`config.mk`:
```
export PLATFORM = sky130hd
export DESIGN_NAME = decode_issue_stage
export DESIGN_NICKNAME = d
export VERILOG_FILES = /design/src/rtl/decode_issue_stage.sv
export SDC_FILE = /design/constraint.sdc
export NUM_CORES = 1
export LEC_CHECK = 0
export CAP_MARGIN = 15
export CORE_ASPECT_RATIO = 2
export CORE_MARGIN = 2
export CORE_UTILIZATION = 40
export CTS_BUF_LIST = sky130_fd_sc_hd__clkbuf_4
export CTS_CLUSTER_DIAMETER = 30
export CTS_CLUSTER_SIZE = 14
export DETAILED_ROUTE_END_ITERATION = 6
export MAX_ROUTING_LAYER = met4
export PLACE_DENSITY_LB_ADDON = 0.08
export SETUP_SLACK_MARGIN = 0.5
export SYNTH_ARGS = -nofsm -noshare
export SYNTH_HDL_FRONTEND = slang
export SYNTH_SLANG_ARGS = --single-unit
```
`constraint.sdc`:
```
create_clock -name clock -period 5.8 [get_ports clock]
set_clock_uncertainty 0.1 [all_clocks]
set_input_delay 1.16 -clock clock [delete_from_list [all_inputs] [get_ports clock]]
set_output_delay 1.16 -clock clock [all_outputs]
set_load 0.01 [all_outputs]
```
`src/rtl/decode_issue_stage.sv`:
```
// -----------------------------------------------------------------------------
// decode_issue_stage
//
// Instruction decode/issue stage sitting directly in front of the 32x32
// register bank. The incoming instruction is decoded combinationally. Its
// source fields drive the bank read addresses, and the bank returns operands
// in the same cycle. Pending register writes are tracked in a busy
// scoreboard, and the stage stalls on RAW/WAW hazards. Decoded control and
// captured operands go to EX through a single output register.
//
// Handshake: a transfer happens on any rising edge where valid && ready are
// both high. Ready never depends on valid from the same side. A producer that
// raises valid keeps its payload stable until the transfer. On the IF side,
// if_ready is computed from flush, the hazard check and output-register
// occupancy. On the EX side, ex_valid and the ex_* payload stay frozen while
// ex_ready is low. flush overrides an EX handoff: the entry is dropped and is
// not counted as handed off.
//
// Optional feature (macro WB_BYPASS_EN): when defined, a writeback that
// targets a busy source or destination in the same cycle clears that
// register's hazard immediately. wb_data is then forwarded into the captured
// operand. When the macro is undefined, wb_data is ignored and a cleared
// register becomes usable one cycle after wb_valid.
//
// Ports:
//   clock, reset            clock; asynchronous active-high reset
//   if_valid/if_ready       IF handshake; if_instr/if_pc are the payload
//   RS, RT, read_reg        bank read addresses and read-request flag
//   data_1, data_2          bank read data for RS/RT (same cycle)
//   ex_valid/ex_ready       EX handshake; ex_* are the registered payload
//   wb_valid/wb_dest/wb_data writeback that releases a busy register
//   flush                   drop the output-register entry; blocks IF
//   o_dbg_busy              scoreboard busy vector (debug observation)
// -----------------------------------------------------------------------------
module decode_issue_stage #(
    parameter int DATA_WIDTH         = 32,
    parameter int NUM_REGS           = 32,
    parameter int ZERO_REG_HARDWIRED = 1
) (
    input  logic                  clock,
    input  logic                  reset,
    input  logic                  if_valid,
    output logic                  if_ready,
    input  logic [31:0]           if_instr,
    input  logic [DATA_WIDTH-1:0] if_pc,
    output logic [4:0]            RS,
    output logic [4:0]            RT,
    output logic                  read_reg,
    input  logic [DATA_WIDTH-1:0] data_1,
    input  logic [DATA_WIDTH-1:0] data_2,
    output logic                  ex_valid,
    input  logic                  ex_ready,
    output logic [5:0]            ex_op,
    output logic [5:0]            ex_funct,
    output logic [DATA_WIDTH-1:0] ex_rs_val,
    output logic [DATA_WIDTH-1:0] ex_rt_val,
    output logic [DATA_WIDTH-1:0] ex_imm,
    output logic [4:0]            ex_dest,
    output logic                  ex_wen,
    output logic [DATA_WIDTH-1:0] ex_pc,
    input  logic                  wb_valid,
    input  logic [4:0]            wb_dest,
    input  logic [DATA_WIDTH-1:0] wb_data,
    input  logic                  flush,
    output logic [NUM_REGS-1:0]   o_dbg_busy
);

    // A register takes part in hazard tracking unless it is the hardwired r0.
    function automatic logic f_tracked(input logic [4:0] a);
        return (ZERO_REG_HARDWIRED == 0) || (a != 5'd0);
    endfunction

    // ---------------- field extraction and decode ----------------
    logic [5:0]            w_op;
    logic [4:0]            w_rs;
    logic [4:0]            w_rt;
    logic [4:0]            w_rd;
    logic [15:0]           w_imm16;
    logic                  w_rd_rs;
    logic                  w_rd_rt;
    logic                  w_wen;
    logic [4:0]            w_dest;
    logic [DATA_WIDTH-1:0] w_imm;

    assign w_op    = if_instr[31:26];
    assign w_rs    = if_instr[25:21];
    assign w_rt    = if_instr[20:16];
    assign w_rd    = if_instr[15:11];
    assign w_imm16 = if_instr[15:0];

    always_comb begin
        w_rd_rs = 1'b0;
        w_rd_rt = 1'b0;
        w_wen   = 1'b0;
        w_dest  = 5'd0;
        w_imm   = '0;
        case (w_op)
            6'h00: begin                                   // R-type
                w_rd_rs = 1'b1;
                w_rd_rt = 1'b1;
                w_wen   = 1'b1;
                w_dest  = w_rd;
            end
            6'h08, 6'h09, 6'h0A, 6'h0B, 6'h23: begin       // addi..sltiu, lw
                w_rd_rs = 1'b1;
                w_wen   = 1'b1;
                w_dest  = w_rt;
                w_imm   = {{(DATA_WIDTH-16){w_imm16[15]}}, w_imm16};
            end
            6'h0C, 6'h0D, 6'h0E: begin                     // andi/ori/xori
                w_rd_rs = 1'b1;
                w_wen   = 1'b1;
                w_dest  = w_rt;
                w_imm   = {{(DATA_WIDTH-16){1'b0}}, w_imm16};
            end
            6'h0F: begin                                   // lui
                w_wen   = 1'b1;
                w_dest  = w_rt;
                w_imm   = {w_imm16, {(DATA_WIDTH-16){1'b0}}};
            end
            6'h2B, 6'h04, 6'h05: begin                     // sw, beq, bne
                w_rd_rs = 1'b1;
                w_rd_rt = 1'b1;
                w_imm   = {{(DATA_WIDTH-16){w_imm16[15]}}, w_imm16};
            end
            6'h02: begin                                   // j
                w_imm   = {{(DATA_WIDTH-26){1'b0}}, if_instr[25:0]};
            end
            default: begin                                 // unknown op: NOP
                w_rd_rs = 1'b0;
            end
        endcase
    end

    assign RS       = w_rs;
    assign RT       = w_rt;
    assign read_reg = if_valid && (w_rd_rs || w_rd_rt);

    // ---------------- state ----------------
    logic [NUM_REGS-1:0]   r_busy;
    logic                  r_ex_valid;
    logic [5:0]            r_ex_op;
    logic [5:0]            r_ex_funct;
    logic [DATA_WIDTH-1:0] r_ex_rs_val;
    logic [DATA_WIDTH-1:0] r_ex_rt_val;
    logic [DATA_WIDTH-1:0] r_ex_imm;
    logic [4:0]            r_ex_dest;
    logic                  r_ex_wen;
    logic [DATA_WIDTH-1:0] r_ex_pc;

    // ---------------- writeback bypass ----------------
    logic                  w_wb_hit_rs;
    logic                  w_wb_hit_rt;
    logic                  w_wb_hit_dst;
    logic [DATA_WIDTH-1:0] w_opnd_1;
    logic [DATA_WIDTH-1:0] w_opnd_2;

`ifdef WB_BYPASS_EN
    // A same-cycle writeback only matters for a register that is still busy.
    // Otherwise the bank already holds the committed value.
    assign w_wb_hit_rs  = wb_valid && f_tracked(wb_dest) && (wb_dest == w_rs) && r_busy[w_rs];
    assign w_wb_hit_rt  = wb_valid && f_tracked(wb_dest) && (wb_dest == w_rt) && r_busy[w_rt];
    assign w_wb_hit_dst = wb_valid && f_tracked(wb_dest) && (wb_dest == w_dest) && r_busy[w_dest];
    assign w_opnd_1     = (w_rd_rs && w_wb_hit_rs) ? wb_data : data_1;
    assign w_opnd_2     = (w_rd_rt && w_wb_hit_rt) ? wb_data : data_2;
`else
    logic w_unused_wb_data;
    assign w_wb_hit_rs      = 1'b0;
    assign w_wb_hit_rt      = 1'b0;
    assign w_wb_hit_dst     = 1'b0;
    assign w_opnd_1         = data_1;
    assign w_opnd_2         = data_2;
    assign w_unused_wb_data = ^wb_data;
`endif

    // ---------------- hazard detection ----------------
    // A register blocks issue if the scoreboard marks it busy, or if it is
    // the destination of the instruction currently waiting in the output
    // register. That instruction is not in the scoreboard until it hands off.
    logic w_haz_rs;
    logic w_haz_rt;
    logic w_haz_dst;
    logic w_stall;
    logic w_xfer;
    logic w_handoff;

    assign w_haz_rs  = w_rd_rs && f_tracked(w_rs) &&
                       ((r_busy[w_rs] && !w_wb_hit_rs) ||
                        (r_ex_valid && r_ex_wen && (r_ex_dest == w_rs)));
    assign w_haz_rt  = w_rd_rt && f_tracked(w_rt) &&
                       ((r_busy[w_rt] && !w_wb_hit_rt) ||
                        (r_ex_valid && r_ex_wen && (r_ex_dest == w_rt)));
    assign w_haz_dst = w_wen && f_tracked(w_dest) &&
                       ((r_busy[w_dest] && !w_wb_hit_dst) ||
                        (r_ex_valid && r_ex_wen && (r_ex_dest == w_dest)));
    assign w_stall   = w_haz_rs || w_haz_rt || w_haz_dst;

    assign if_ready  = !flush && !w_stall && (!r_ex_valid || ex_ready);
    assign w_xfer    = if_valid && if_ready;
    assign w_handoff = r_ex_valid && ex_ready && !flush;

    // ---------------- scoreboard ----------------
    // The set is applied after the clear, so set wins on a collision.
    logic [NUM_REGS-1:0] w_busy_next;

    always_comb begin
        w_busy_next = r_busy;
        if (wb_valid) begin
            w_busy_next[wb_dest] = 1'b0;
        end
        if (w_handoff && r_ex_wen && f_tracked(r_ex_dest)) begin
            w_busy_next[r_ex_dest] = 1'b1;
        end
    end

    always_ff @(posedge clock or posedge reset) begin
        if (reset) begin
            r_busy <= '0;
        end else begin
            r_busy <= w_busy_next;
        end
    end

    // ---------------- output register ----------------
    always_ff @(posedge clock or posedge reset) begin
        if (reset) begin
            r_ex_valid  <= 1'b0;
            r_ex_op     <= '0;
            r_ex_funct  <= '0;
            r_ex_rs_val <= '0;
            r_ex_rt_val <= '0;
            r_ex_imm    <= '0;
            r_ex_dest   <= '0;
            r_ex_wen    <= 1'b0;
            r_ex_pc     <= '0;
        end else if (flush) begin
            r_ex_valid  <= 1'b0;
        end else if (w_xfer) begin
            r_ex_valid  <= 1'b1;
            r_ex_op     <= w_op;
            r_ex_funct  <= if_instr[5:0];
            r_ex_rs_val <= w_opnd_1;
            r_ex_rt_val <= w_opnd_2;
            r_ex_imm    <= w_imm;
            r_ex_dest   <= w_dest;
            r_ex_wen    <= w_wen;
            r_ex_pc     <= if_pc;
        end else if (w_handoff) begin
            r_ex_valid  <= 1'b0;
        end
    end

    assign ex_valid   = r_ex_valid;
    assign ex_op      = r_ex_op;
    assign ex_funct   = r_ex_funct;
    assign ex_rs_val  = r_ex_rs_val;
    assign ex_rt_val  = r_ex_rt_val;
    assign ex_imm     = r_ex_imm;
    assign ex_dest    = r_ex_dest;
    assign ex_wen     = r_ex_wen;
    assign ex_pc      = r_ex_pc;
    assign o_dbg_busy = r_busy;

endmodule

```
### Word-level counts from Yosys, hierarchy flattened

Index checks and enable logic that the tools add are counted.

* order comparisons: 7
* equality and inequality tests: 16
* multiplexer cells: 20
* bitwise operators: 4
* reduce and logical (&&, ||, !) cells: 43

Operator list (count)
* case mux 32 bit (4 select lines): 1
* two-way mux 32 bit: 2
* == test 6 x 4 -> 1 bit (second input constant): 8
* AND 32 bit: 1
* inverter 32 bit: 1
* OR 32 bit: 1
* less-than comparator 5 x 6 -> 1 bit (second input constant): 5
* logical AND 1 bit: 20
* nonzero test 5 bit: 4
* binary-select mux 1 bit (select 5 bit): 3
* == test 5 bit: 3
* == test 6 x 3 -> 1 bit (second input constant): 2
* == test 6 bit (second input constant): 2
* OR reduction 12 bit: 1
* two-way mux 1 bit: 11
* demux 1 bit (select 5 bit): 2
* >= comparator 5 x 1 -> 1 bit (second input constant): 2
* case mux 5 bit (2 select lines): 1
* OR reduction 10 bit: 1
* OR reduction 9 bit: 1
* OR reduction 8 bit: 1
* logical OR 1 bit: 7
* == test 6 x 2 -> 1 bit (second input constant): 1
* zero test 6 bit: 1
* 6 further kinds: 8

* register bits: 179
* bits of input ports: 171
* output and inout bits: 191

### Longest topological paths before layout

* depth in word-level cells: 14
* gate-level depth with buffers: 13
* depth with buffers taken out: 9

### Worst setup path after synthesis

Ideal clock, no wire load.

* kind: input-to-output
* from: input port if_instr[17]
* to: output port if_ready
* arrival: 3333 ps
* data required time: 4540 ps
* setup slack: 1207 ps
* stages on the path: 10
* buffers on the path: 1
* cells stage by stage: buf_2 > nor4bb_2 > a21o_1 > o21ai_0 > and4_1 > or4_4 > a2111oi_4 > a311oi_1 > nor2_1 > nor2_1

* longest elaborated chain between the ends: 9
* elaborated cells on any way between the ends: 22
* classes of those cells: 2 x eq/ne; 5 x mux; 15 x reduce/logical

Ends and longest elaborated chain
* start, declared: RTL line 44 `input logic [31:0] if_instr,`
* case mux 5 bit (2 select lines) (tied with other cells): RTL line 97 `case (w_op)`
* binary-select mux 1 bit (select 5 bit) (tied with other cells): RTL line 194 `((r_busy[w_dest] && !w_wb_hit_dst) ||`
* two-way mux 1 bit (not written as such) (tied with other cells): RTL line 194
* logical OR 1 bit or logical AND 1 bit (tied branches): RTL line 194, 190
* logical AND 1 bit or logical OR 1 bit (tied branches): RTL line 193, 196
* logical OR 1 bit (*): RTL line 196 `assign w_stall = w_haz_rs || w_haz_rt || w_haz_dst;`
* zero test 1 bit (*): RTL line 198 `assign if_ready = !flush && !w_stall && (!r_ex_valid || ex_ready);`
* logical AND 1 bit (*) (2 in a row): RTL line 198
* end, declared: RTL line 43 `output logic if_ready,`

Every way passes the cells marked *; elsewhere a longest branch is shown, timed or not. The select of a mux whose other input is x is not followed.

### Final worst setup path

* from: input port if_instr[16]
* to: output port if_ready

Same word-level chain as after synthesis.

==> impl_metrics.tcl <==
set metrics [dict create \
    overflow 0 \
    track_usage_pct 25.7 \
    power_leakage_nw 5.54 \
    place_area_um2 12700 \
    grt_first_pass_wirelength_um 43400 \
    synth.top_cell.area_share_pct 50.4 \
    setup_tns_ns 0 \
    core_um2 22000 \
    n_fill_cell 1907 \
    io_buffers 329 \
    use_met2_pct 45.1 \
    ir_drop_v 0.000182 \
    finalHoldViolCount 0 \
    whs_ns 0.406 \
    drive_gt1_share_pct 20.8 \
    pre_cts_ws_ns 0.0469 \
    crit_path_end_kind "output port" \
    worst_slack_ns 0.575 \
    post_drt_via_cell_ratio 5.37 \
    regArea_um2 4480 \
    synth_ff_type "dfrtp_1" \
    drc_errors 0 \
    die_x_um 109 \
    syn_avg_cell_area_um2 11.9 \
    path_clk_slew_ns 0.15 \
    holdBufCountCts 0 \
    multi_input_area_um2 4070 \
    power_density_nw_per_um2 283 \
    rsz0062_at_grt "false" \
    synthTopCellsByArea "dfrtp_1, mux2_2, mux2_1" \
    grt_max_degree 180 \
    holdCritPathClass "reg2reg" \
    layout_min_cycle_time_ns 5.23 \
    final_nets 1278 \
    htree_levels 4 \
    worstSetupStartpointType "input pin" \
    numCtsBuffers 17 \
    status "finished clean" \
    dp_hpwl_um 22300 \
    use_met1_pct 25.3 \
    grtUsageMet3_pct 5.37 \
    synth_cells 745 \
    period_share_pct 90.1 \
    cap_viol_max_count 0 \
    area_growth_pct 48.7 \
    syn_nets 916 \
    finish.instance_area_um2 13200 \
    first_pass_iters 5 \
    clkSinkCount 179 \
    ant_nets 0 \
    gp_congestion 0.943 \
    cts_buffer_depth 2 \
    slew_headroom_pct 29.2 \
    setup_viol 0 \
    die_h_um 215 \
    antenna_found_initial 3 \
    clk_latency_ns 0.62 \
    row_count 77 \
    stdcell_count 1399 \
    critical_path_class "in2out" \
    vias 7514 \
    drt_wl_total_um 29300 \
    mostFrequentLayoutCells "clkdlybuf4s50_1, dfrtp_1, mux2_2" \
    syn_area_um2 8880 \
    initial_core_util_pct 40.4 \
    worst_pin_slew_ns 1.06 \
    die_area_um2 23500 \
    yosys_warnings 0 \
    fin_util_pct 60.1 \
    placed_cells 1354 \
    globalRoute.busiestLayer "met2" \
    async_flop_share_pct 100 \
    cp_max_fo 3 \
    p_total_mw 3.74 \
    slew_viol_final 0 \
    wl_per_cell_um 21.0 \
    grt_pass1_vias 7624 \
    io_pins 362 \
    layout_commonest_cell "clkdlybuf4s50_1" \
    cp_data_required_time_ns 4.54 \
    drtIter0Drc 316 \
    synth_edf_count 0 \
    ys_seq_area_share_pct 50.4 \
    cts_tree "built" \
    clock.fmax_mhz 191 \
    cts-root-buf "clkbuf_4" \
    ys_ff_latch 179 \
    synth_top_cell_by_area "dfrtp_1" \
    synthDistinctLibCells 71 \
    cp.arrival_ns 3.97 \
]
path summary, 6_finish.rpt:
| kind | depth (start not counted) | from | to | slack, ns |
|---|---|---|---|---|
| setup / recovery | 12 | if_instr[16] | if_ready | 0.57 |
| hold / removal | 1 | ex_rt_val[28] | ex_rt_val[28] | 0.41 |
| setup reg to reg | 10 | o_dbg_busy[2] | ex_rs_val[3] | 2.38 |
| hold reg to reg | 1 | ex_rt_val[28] | ex_rt_val[28] | 0.41 |
| max in group asynchronous | 3 | reset | o_dbg_busy[9] | 3.77 |
| min in group asynchronous | 3 | reset | ex_rs_val[2] | 0.99 |
report_power, final:
part           switching [mW]  leakage, nW  internal, mW  total, mW
Sequential              0.129         2.24          1.50       1.63
Clock                   0.465        0.161         0.273      0.738
Combinational           0.556         3.14         0.818       1.37
Total                    1.15         5.54          2.59       3.74
synth_stat cells (3+ instances only):
library cell	number
nor3_1	11
mux4_2	14
buf_6	4
mux2_2	81
or3_1	3
nor3b_1	4
a21o_1	3
nand4_1	3
o211ai_1	4
a221o_1	10
clkbuf_1	18
a21oi_1	19
xnor2_1	13
buf_2	13
buf_4	15
or3b_2	6
a31oi_1	4
nand2_1	39
mux2i_1	27
dfrtp_1	179
nand2b_1	4
and3_1	7
nand3_1	19
buf_1	4
o21ai_0	79
inv_1	29
mux2_1	46
nand4b_1	3
and4b_1	3
nor2_1	19
nand3b_1	8
flip-flops by register name, summed over array words and instances (netlist names):
name / flops
ex_pc: 32
ex_dest: 5
o_dbg_busy: 32
ex_op: 6
ex_imm: 32
ex_rs_val: 32
ex_funct: 6
ex_valid: 1
ex_wen: 1
ex_rt_val: 32
layout make-up:
cell class | instances | area share (%)
repair buffers | 399 | 29.5
well taps | 276 | 2.61
inverters | 29 | 0.853
diodes | 3 | 0.0568
multi-input cells | 481 | 30.8
flip-flops and latches | 179 | 33.9
clock buffers | 19 | 1.08
clock inverters | 13 | 1.15
kinds of logic (layout without fill, tap and decap cells):
kind of cell,after synthesis,after routing,synth area share [%]
flip-flops,179,179,50.4
AND/OR/NAND/NOR,146,146,9.45
buffers and inverters,85,460,4.89
AO/OA/AOI/OAI,152,152,11.1
XOR/XNOR,15,15,1.48
other,0,3,0
multiplexers,168,168,22.7
per-layer routing:
layer / up-vias / routed length, um
met1: 3657 / 9920
met3: 91 / 1830
met5: - / 0
met2: 318 / 15800
met4: 0 / 1790
li1: 3448 / -
timing repair:
item | in CTS | in global routing
pin swaps | 2 | 7
cloned | 0 | 1
endpoints found under the setup margin | 1 | 1
gates resized for setup | 11 | 26
endpoints found under the hold margin | 0 | 0
setup buffers | 4 | 5
worst max-delay path: stages:
cell             delay [ns]
clkdlybuf4s50_1        0.53
buf_4                  0.16
nor3b_4                0.22
a21o_1                 0.21
nor2_2                 0.06
and4_1                 0.15
or4_4                  0.55
a2111oi_4              0.50
a311oi_2               0.09
nor2_1                 0.12
nor2_1                 0.05
buf_2                  0.17
No activity file was read; power rests on OpenSTA's default activity.
